File: config.mk
export PLATFORM = sky130hd
export DESIGN_NAME = param_fifo_flat
export DESIGN_NICKNAME = d
export VERILOG_FILES = /design/src/rtl/param_fifo_pkg.sv /design/src/rtl/param_fifo_if.sv /design/src/rtl/param_fifo_ram.sv /design/src/rtl/param_fifo.sv /design/src/flat_wrapper.sv
export SDC_FILE = /design/constraint.sdc
export NUM_CORES = 2
export LEC_CHECK = 0
export ABC_AREA = 0
export CAP_MARGIN = 15
export CELL_PAD_IN_SITES_DETAIL_PLACEMENT = 1
export CELL_PAD_IN_SITES_GLOBAL_PLACEMENT = 2
export CORE_ASPECT_RATIO = 1.5
export CORE_UTILIZATION = 45
export CTS_CLUSTER_SIZE = 16
export DETAILED_ROUTE_END_ITERATION = 10
export PLACE_DENSITY = 0.87
export SLEW_MARGIN = 10
export SYNTH_ARGS = -nofsm -noshare
export SYNTH_HDL_FRONTEND = slang
export SYNTH_SLANG_ARGS = --single-unit
File: constraint.sdc
create_clock -name CLK -period 4.4 [get_ports CLK]
set_clock_uncertainty 0.1 [all_clocks]
set_input_delay 0.88 -clock CLK [delete_from_list [all_inputs] [get_ports CLK]]
set_output_delay 0.88 -clock CLK [all_outputs]
set_load 0.01 [all_outputs]
File: src/rtl/param_fifo_pkg.sv
// rtl/param_fifo_pkg.sv - shared defaults, status struct and sizing helper for param_fifo
package param_fifo_pkg;

  localparam int DEF_WIDTH      = 8;
  localparam int DEF_DEPTH_LOG2 = 8;

  typedef struct packed {
    logic ff;
    logic fe;
    logic af;
    logic ae;
  } fifo_status_t;

  function automatic int depth_of(input int log2);
    return 1 << log2;
  endfunction

endpackage

File: src/rtl/param_fifo_if.sv
// rtl/param_fifo_if.sv - data/flag bundle between the FIFO and its user
interface param_fifo_if
  import param_fifo_pkg::*;
#(
  parameter int WIDTH      = DEF_WIDTH,
  parameter int DEPTH_LOG2 = DEF_DEPTH_LOG2
);
  logic                  FLUSH;
  logic [WIDTH-1:0]      DIN;
  logic                  WE;
  logic                  RREQ;
  logic [WIDTH-1:0]      DO;
  logic                  FF;
  logic                  FE;
  logic                  AF;
  logic                  AE;
  logic [DEPTH_LOG2:0]   COUNT;
  logic                  OVF;
  logic                  UDF;

  modport master (
    output FLUSH, DIN, WE, RREQ,
    input  DO, FF, FE, AF, AE, COUNT, OVF, UDF
  );

  modport slave (
    input  FLUSH, DIN, WE, RREQ,
    output DO, FF, FE, AF, AE, COUNT, OVF, UDF
  );
endinterface

File: src/rtl/param_fifo_ram.sv
// rtl/param_fifo_ram.sv - fifo_ram: 1 write port, registered read port and a look-ahead read port
module fifo_ram
  import param_fifo_pkg::*;
#(
  parameter int WIDTH = DEF_WIDTH,
  parameter int AW    = DEF_DEPTH_LOG2,
  parameter bit FWFT  = 1'b0
) (
  input  logic             clk,
  input  logic             rst,
  input  logic             we,
  input  logic [AW-1:0]    waddr,
  input  logic [WIDTH-1:0] wdata,
  input  logic             re,
  input  logic [AW-1:0]    raddr,
  output logic [WIDTH-1:0] rdata
);
  logic [WIDTH-1:0] mem [depth_of(AW)];
  logic [WIDTH-1:0] rdata_q;

  always_ff @(posedge clk) begin
    if (we) mem[waddr] <= wdata;
  end

  // Only the output register is reset; the array contents are don't-care after reset.
  always_ff @(posedge clk or posedge rst) begin
    if (rst)     rdata_q <= '0;
    else if (re) rdata_q <= mem[raddr];
  end

  assign rdata = FWFT ? mem[raddr] : rdata_q;
endmodule

File: src/rtl/param_fifo.sv
// rtl/param_fifo.sv - parametrised synchronous FIFO with occupancy, thresholds and sticky error flags
// Optional first-word-fall-through read mode selected by FIFO_FWFT_EN.
module param_fifo
  import param_fifo_pkg::*;
#(
  parameter int WIDTH      = DEF_WIDTH,
  parameter int DEPTH_LOG2 = DEF_DEPTH_LOG2,
  parameter int AF_LEVEL   = depth_of(DEPTH_LOG2) - 4,
  parameter int AE_LEVEL   = 4
) (
  input  logic         CLK,
  input  logic         RST,
  param_fifo_if.slave  bus
);
  localparam int AW = DEPTH_LOG2;
  localparam logic [AW:0] FULL_C = {1'b1, {AW{1'b0}}};
  localparam logic [AW:0] AF_L   = AF_LEVEL[AW:0];
  localparam logic [AW:0] AE_L   = AE_LEVEL[AW:0];
`ifdef FIFO_FWFT_EN
  localparam bit FWFT = 1'b1;
`else
  localparam bit FWFT = 1'b0;
`endif

  logic [AW:0]      wp, rp, count;
  logic             ovf, udf;
  logic             rd_acc, wr_acc;
  logic [WIDTH-1:0] rdata;
  fifo_status_t     st;

  // Extra pointer bit separates full from empty, so all DEPTH slots are usable.
  assign count = wp - rp;

  always_comb begin
    st    = '0;
    st.ff = (count == FULL_C);
    st.fe = (count == '0);
    st.af = (count >= AF_L);
    st.ae = (count <= AE_L);
  end

  assign rd_acc = bus.RREQ && !st.fe && !bus.FLUSH;
  assign wr_acc = bus.WE && (!st.ff || rd_acc) && !bus.FLUSH;

  always_ff @(posedge CLK or posedge RST) begin
    if (RST) begin
      wp  <= '0;
      rp  <= '0;
      ovf <= 1'b0;
      udf <= 1'b0;
    end else if (bus.FLUSH) begin
      wp  <= '0;
      rp  <= '0;
      ovf <= 1'b0;
      udf <= 1'b0;
    end else begin
      if (wr_acc)                wp  <= wp + 1'b1;
      if (rd_acc)                rp  <= rp + 1'b1;
      if (bus.WE && !wr_acc)     ovf <= 1'b1;
      if (bus.RREQ && st.fe)     udf <= 1'b1;
    end
  end

  fifo_ram #(
    .WIDTH (WIDTH),
    .AW    (AW),
    .FWFT  (FWFT)
  ) u_ram (
    .clk   (CLK),
    .rst   (RST),
    .we    (wr_acc),
    .waddr (wp[AW-1:0]),
    .wdata (bus.DIN),
    .re    (rd_acc),
    .raddr (rp[AW-1:0]),
    .rdata (rdata)
  );

  // In look-ahead mode an empty FIFO presents zero rather than stale array data.
  assign bus.DO    = (FWFT && st.fe) ? '0 : rdata;
  assign bus.FF    = st.ff;
  assign bus.FE    = st.fe;
  assign bus.AF    = st.af;
  assign bus.AE    = st.ae;
  assign bus.COUNT = count;
  assign bus.OVF   = ovf;
  assign bus.UDF   = udf;
endmodule

File: src/flat_wrapper.sv
// flat-port wrapper written by rule: the top's interface ports become plain ports
module param_fifo_flat import param_fifo_pkg::*;
#(
  parameter int WIDTH      = DEF_WIDTH,
  parameter int DEPTH_LOG2 = DEF_DEPTH_LOG2,
  parameter int AF_LEVEL   = depth_of(DEPTH_LOG2) - 4,
  parameter int AE_LEVEL   = 4
)
  (CLK, RST, bus_FLUSH, bus_DIN, bus_WE, bus_RREQ, bus_DO, bus_FF, bus_FE, bus_AF, bus_AE, bus_COUNT, bus_OVF, bus_UDF);
  param_fifo_if #(.WIDTH(WIDTH), .DEPTH_LOG2(DEPTH_LOG2)) bus_i ();
  input  logic CLK;
  input  logic RST;
  input wire logic [$bits(bus_i.FLUSH)-1:0] bus_FLUSH;
  input wire logic [$bits(bus_i.DIN)-1:0] bus_DIN;
  input wire logic [$bits(bus_i.WE)-1:0] bus_WE;
  input wire logic [$bits(bus_i.RREQ)-1:0] bus_RREQ;
  output wire logic [$bits(bus_i.DO)-1:0] bus_DO;
  output wire logic [$bits(bus_i.FF)-1:0] bus_FF;
  output wire logic [$bits(bus_i.FE)-1:0] bus_FE;
  output wire logic [$bits(bus_i.AF)-1:0] bus_AF;
  output wire logic [$bits(bus_i.AE)-1:0] bus_AE;
  output wire logic [$bits(bus_i.COUNT)-1:0] bus_COUNT;
  output wire logic [$bits(bus_i.OVF)-1:0] bus_OVF;
  output wire logic [$bits(bus_i.UDF)-1:0] bus_UDF;
  assign bus_i.FLUSH = bus_FLUSH;
  assign bus_i.DIN = bus_DIN;
  assign bus_i.WE = bus_WE;
  assign bus_i.RREQ = bus_RREQ;
  assign bus_DO = bus_i.DO;
  assign bus_FF = bus_i.FF;
  assign bus_FE = bus_i.FE;
  assign bus_AF = bus_i.AF;
  assign bus_AE = bus_i.AE;
  assign bus_COUNT = bus_i.COUNT;
  assign bus_OVF = bus_i.OVF;
  assign bus_UDF = bus_i.UDF;
  param_fifo #(.WIDTH(WIDTH), .DEPTH_LOG2(DEPTH_LOG2), .AF_LEVEL(AF_LEVEL), .AE_LEVEL(AE_LEVEL)) u_core (.CLK(CLK), .RST(RST), .bus(bus_i));
endmodule
Word level (Yosys, flattened, before mapping)
Memories as Yosys holds them, arrays and structs flattened. A register that Yosys moved wholly into a read port is not among the register bits.
Cells that the tools add are included.
- output and inout bits: 23
- bits in latches: 0
- memories: 1
- bits of input ports: 13
- bits in writable memories: 2048
- bits in registers: 20
- ROM bits: 0
- word-level logic and storage cells: 37
- memory list (memory ; words ; bits a word ; read ports ; clocked after Yosys merged registers in ; write ports ; line ; source):
    u_core.u_ram.mem ; 256 ; 8 ; 1 ; 1 ; 1 ; param_fifo_ram.sv:18 ; logic [WIDTH-1:0] mem [depth_of(AW)];
- equal/unequal tests: 1
- multiplexer cells: 10
- magnitude comparators: 2
- bitwise gates (word level): 0
- $mul: 0
- $add $sub $neg: 3
- reductions and logical operators: 16
- div/mod/pow operators: 0
- shift-type cells: 0
- operators by type and width (cell ; count):
    9-bit two-way mux ; 4
    9-bit by 1-bit adder with 9-bit output (second input constant) ; 2
    9-bit == test (second input constant) ; 1
    9-bit by 8-bit greater-or-equal comparator with 1-bit output (second input constant) ; 1
    9-bit by 3-bit less-or-equal comparator with 1-bit output (second input constant) ; 1
    9-bit logical NOT ; 1
    9-bit subtractor ; 1
    2-bit nonzero test ; 4
    1-bit logical AND ; 6
    1-bit two-way mux ; 6
    1-bit logical NOT ; 4
    1-bit logical OR ; 1

Logic depth before layout (Yosys ltp)
- word-level depth: 12
- mapped depth: 16

Cells and area by module
Synthesis repeated with hierarchy kept, for this count alone.
- cells, all modules: 4123
- area total of the unflattened synthesis: 81844.7 um2
- by module, submodules not included (module ; seq. area each (um2) ; instances ; cells each ; area an instance (um2)):
    fifo_ram ; 61699.2 ; 1 ; 3933 ; 80209.4
    param_fifo ; 500.5 ; 1 ; 190 ; 1635.3

Least setup slack after synthesis
OpenSTA, ideal clock, no wires.
- path kind: reg-to-reg
- start: reg u_core.rp[2]
- end: mem u_core.u_ram.mem[54][0] (netlist bit) (enable)
- data required time: 3.930 ns
- arrival: 3.817 ns
- cell stages (with the launch flop): 17
- path slack: 0.113 ns
- clock period less this slack: 4.287 ns
- cell sequence: dfrtp_1 buf_4 buf_4 clkinv_1 buf_1 buf_6 clkbuf_1 ha_1 a211oi_1 nor2_1 xnor2_1 inv_1 nor4b_2 a311oi_1 nand4_1 clkbuf_1 nor2_1
- longest elaborated chain between the ends: 10
- elaborated cells on any way between the ends: 12
- those cells by class: 1 x add/sub; 1 x eq/ne; 2 x mux; 8 x reduce/logical
- ends and longest elaborated chain (element ; line ; source):
    start: declaration ; param_fifo.sv:25 ; logic [AW:0] wp, rp, count;
    start signal: assignment ; param_fifo.sv:58 ; if (rd_acc) rp <= rp + 1'b1;
    9-bit subtractor * ; param_fifo.sv:32 ; assign count = wp - rp;
    via bus_COUNT[4] ; flat_wrapper.sv:22 ; output wire logic [$bits(bus_i.COUNT)-1:0] bus_COUNT;
    9-bit logical NOT ; param_fifo.sv:37 ; st.fe = (count == '0);
    1-bit logical NOT ; param_fifo.sv:42 ; assign rd_acc = bus.RREQ && !st.fe && !bus.FLUSH;
    1-bit logical AND (2 in a row) ; param_fifo.sv:42 ;
    1-bit logical OR * ; param_fifo.sv:43 ; assign wr_acc = bus.WE && (!st.ff || rd_acc) && !bus.FLUSH;
    1-bit logical AND * (2 in a row) ; param_fifo.sv:43 ;
    1-bit two-way mux * ; param_fifo_ram.sv:22 ; if (we) mem[waddr] <= wdata;
    1-bit two-way mux (implied by the code) * ; param_fifo_ram.sv:22 ;
    end: declaration ; param_fifo_ram.sv:18 ;
Mark *: on every way through the listed nets, which the timed path passes. The rest lies on a longest branch.

Worst setup path in the final report
- start: reg u_core.rp[0]
- end: reg u_core.u_ram.rdata_q[5] (netlist: u_core.u_ram.rdata[5]) (read register of u_core.u_ram.mem)
- longest elaborated chain between the ends: 5
- ends and longest elaborated chain (element ; line ; source):
    9-bit subtractor ; param_fifo.sv:32 ;
    9-bit logical NOT ; param_fifo.sv:37 ;
    1-bit logical NOT ; param_fifo.sv:42 ;
    1-bit logical AND (2 in a row) ; param_fifo.sv:42 ;
    end: declaration ; param_fifo_ram.sv:19 ; logic [WIDTH-1:0] rdata_q;
Parallel ways exist; a longest one is shown, timed or not.
A chain may end at the register's enable or synchronous reset.

==> flow_summary.json <==
{
  "run_status": "completed",
  "avgSynthCellArea_um2": 20.02,
  "drc": 0,
  "clock_latency_ns": 0.85,
  "ios": 36,
  "antenna_found_initial": 4,
  "synth-edff-count": 2048,
  "drt_wl_total_mm": 240.2,
  "sw_frac_of_total_pct": 24.46,
  "die_w_um": 351.3,
  "place_inst": 6621,
  "p_switching_mw": 11.03,
  "slew_violations": 0,
  "clock-root-buffer": "clkbuf_16",
  "critical_path_arrival_ns": 4.86,
  "grt_pass1_vias": 46518,
  "worst_path_dominant_cell_family": "compound AO/OA/AOI/OAI gates",
  "drtPass1Iterations": 6,
  "antenna_left": 0,
  "crit_chain": "buf_6 -> buf_12 -> buf_12 -> mux4_2 -> mux2i_1 -> buf_4 -> nor2_1 -> a221oi_1 -> buf_4 -> o31ai_1 -> o311ai_1 -> a31oi_1",
  "vias": 44007,
  "viasPerCell": 6.331,
  "drive_above_1_share_pct": 23.41,
  "grt_pass1_wl_mm": 341.4,
  "seq_area_frac_synth_pct": 75.51,
  "tightest_slew_ns": 1.253,
  "internal_power_mw": 34.05,
  "fp-row-count": 192,
  "max_stage_delay_ns": 0.82,
  "hold_violations": 0,
  "power.ir.vdd_worst_uv": 317.7,
  "timing.critical_path.buf_inv": 5,
  "cp-end-kind": "register",
  "grtUsageTotal_pct": 25.97,
  "synth_seq_cells": 2076,
  "ys_top_cells_by_area": "edfxtp_1 (75%), mux4_2 (11%), mux2i_1 (2.2%), nor2_1 (1.5%), mux4_1 (1.1%)",
  "grt_max_degree": 143,
  "yosys-top-cells-count": "edfxtp_1 (2048), mux4_2 (388), nor2_1 (323), mux2i_1 (185), nand2_1 (129)",
  "cts_sinks": 2076,
  "fin_crit_sh_pct": 98.27,
  "rsz0062_at_grt": "true",
  "fmax_mhz": 231.3,
  "placeableCoreArea_um2": 182100,
  "initial_core_util_pct": 45.24,
  "p_clk_share_pct": 36.7,
  "gp_congestion": 0.9311,
  "fin_nets": 4417,
  "min_period_ns": 4.324,
  "yosysTopAreaCell": "edfxtp_1",
  "wl_per_cell_um": 34.56,
  "yosysTopAreaCellShare_pct": 74.66,
  "yosysMostFrequentCell": "edfxtp_1",
  "relSlewSlack_pct": 16.45,
  "placed_area_um2": 86680,
  "critPathRequiredTime_ns": 4.94,
  "htree_levels": 4,
  "synth_ff_type": "edfxtp_1",
  "path_clk_slew_ns": 0.07,
  "die-area_um2": 184800,
  "finalSetupViolCount": 0,
  "seqPwrFrac_pct": 48.4,
  "drt_iter0_markers": 5112,
  "postSynthCellCount": 4114,
  "p_comb_share_pct": 14.8,
  "hold_class": "register to register",
  "cap_viol_max_count": 0,
  "areaGrowthSynthToFinish_pct": 12.67,
  "cp_max_fo": 69,
  "grt_overflow_total": 0,
  "dp_hpwl_mm": 153.2,
  "crit_slowest_cell": "o311ai_1",
  "cts_tree": "built",
  "clk_path_buf_depth": 4,
  "die_h_um": 526.0,
  "instances_no_fill": 6951,
  "synth_area_um2": 82370,
  "start_kind": "register",
  "post-place-ws_ns": 0.04410,
  "ys_types": 88,
  "port_buffers": 35,
  "critPathKind": "register to register",
  "synth_async_sr_flop_share_pct": 1.349,
  "cts_buffers": 183,
  "yosysWarnings": 0,
  "timing.final.ws_setup_ns": 0.07626,
  "design_area_um2": 92810,
  "p_leak_nw": 28.86,
  "synth_nets": 4142,
  "p_per_area_nw_per_um2": 485.7
}
## final timing paths
path	end	startpoint	cells after the start	slack [ns]
min in group asynchronous	u_core.u_ram.rdata[6]	RST	2	0.49
max reg2reg	u_core.u_ram.rdata[5]	u_core.rp[0]	12	0.08
max in group asynchronous	u_core.wp[5]	RST	3	2.90
max	u_core.u_ram.rdata[5]	u_core.rp[0]	12	0.08
min reg2reg	u_core.bus.UDF	u_core.bus.UDF	2	0.43
min	u_core.bus.UDF	u_core.bus.UDF	2	0.43
## power by group through the flow
stage / Combinational [mW] / Clock (mW) / Sequential [mW]
2_1_floorplan: 4.50 / 0 / 22.2
3_3_place_gp: 6.37 / 0 / 22.3
3_5_place_dp: 6.53 / 0 / 22.3
4_1_cts: 6.66 / 16.7 / 21.8
5_1_grt: 6.96 / 17.2 / 21.8
6_report: 6.69 / 16.6 / 21.8
## sequential cells by signal (all words and copies together) (netlist names)
signal and cells:
u_core.u_ram.mem 2048, u_core.rp 9, u_core.wp 9, u_core.u_ram.rdata 8
u_core.bus.OVF 1, u_core.bus.UDF 1
## per-layer routing
layer  vias up  GRT usage [%]  part of all wire (%)
met5         -              0                0.0054
met4         2          16.92                   7.5
met3       660          3.713                   7.5
met2      2602          43.86                    50
met1     23217          30.96                    35
li1      17526              -                     -
## logic make-up (layout without fill, tap and decap cells)
logic type	Yosys count	count (layout)	synth area share [%]
compound gates	443	443	3.916
fa+ha+maj	15	15	0.2370
mux	640	640	14.40
xor+xnor	10	10	0.1063
buf+inv	270	680	2.256
other cells	0	2	0
flops	2076	2076	75.51
simple gates	660	660	3.577
## through the flow
step	util, %	hold WS, ns	setup TNS [ns]	total power, mW
floorplan	-	0.4264	0	26.74
global placement	47.60	0.3841	0	28.63
detailed placement	47.60	0.4048	0	28.79
CTS	50.95	0.4197	0	45.15
global route	50.97	0.4532	-0.4824	45.99
finish	50.97	0.4260	0	45.08
## layout make-up
cell class                      instances  area, µm²
Antenna cell                            2      5.005
Inverter                               22      82.58
Fill cell                           16499      89290
Timing Repair Buffer                  338       2995
Multi-Input combinational cell       1768      18460
Sequential cell                      2076      62220
Clock inverter                        106       1271
Tap cell                             2425       3034
Clock buffer                          214       4738
## cell usage in the layout (no fill, tap or decap), types with 32 or more instances in the layout
master / instances
clkbuf_16: 185
a221oi_1: 63
edfxtp_1: 2048
buf_4: 274
a21oi_1: 65
clkinv_2: 32
nor2_1: 316
o21ai_0: 52
a22oi_1: 91
mux2i_1: 185
nand3_1: 79
mux4_2: 388
mux2_2: 32
nand2_1: 129
mux4_1: 34
## repair_timing
action                     4_1_cts  5_1_grt
setup buffers                    5        3
pin swaps                        6        4
hold buffers                     0        0
setup endpoints to repair        5       22
gates resized for setup         15       13
## tightest hold or removal path: stages (launching register included)
cell and delay, ns:
dfrtp_1 0.37, a21oi_1 0.05, nor2_1 0.07
No activity file was read; power rests on OpenSTA's default activity.
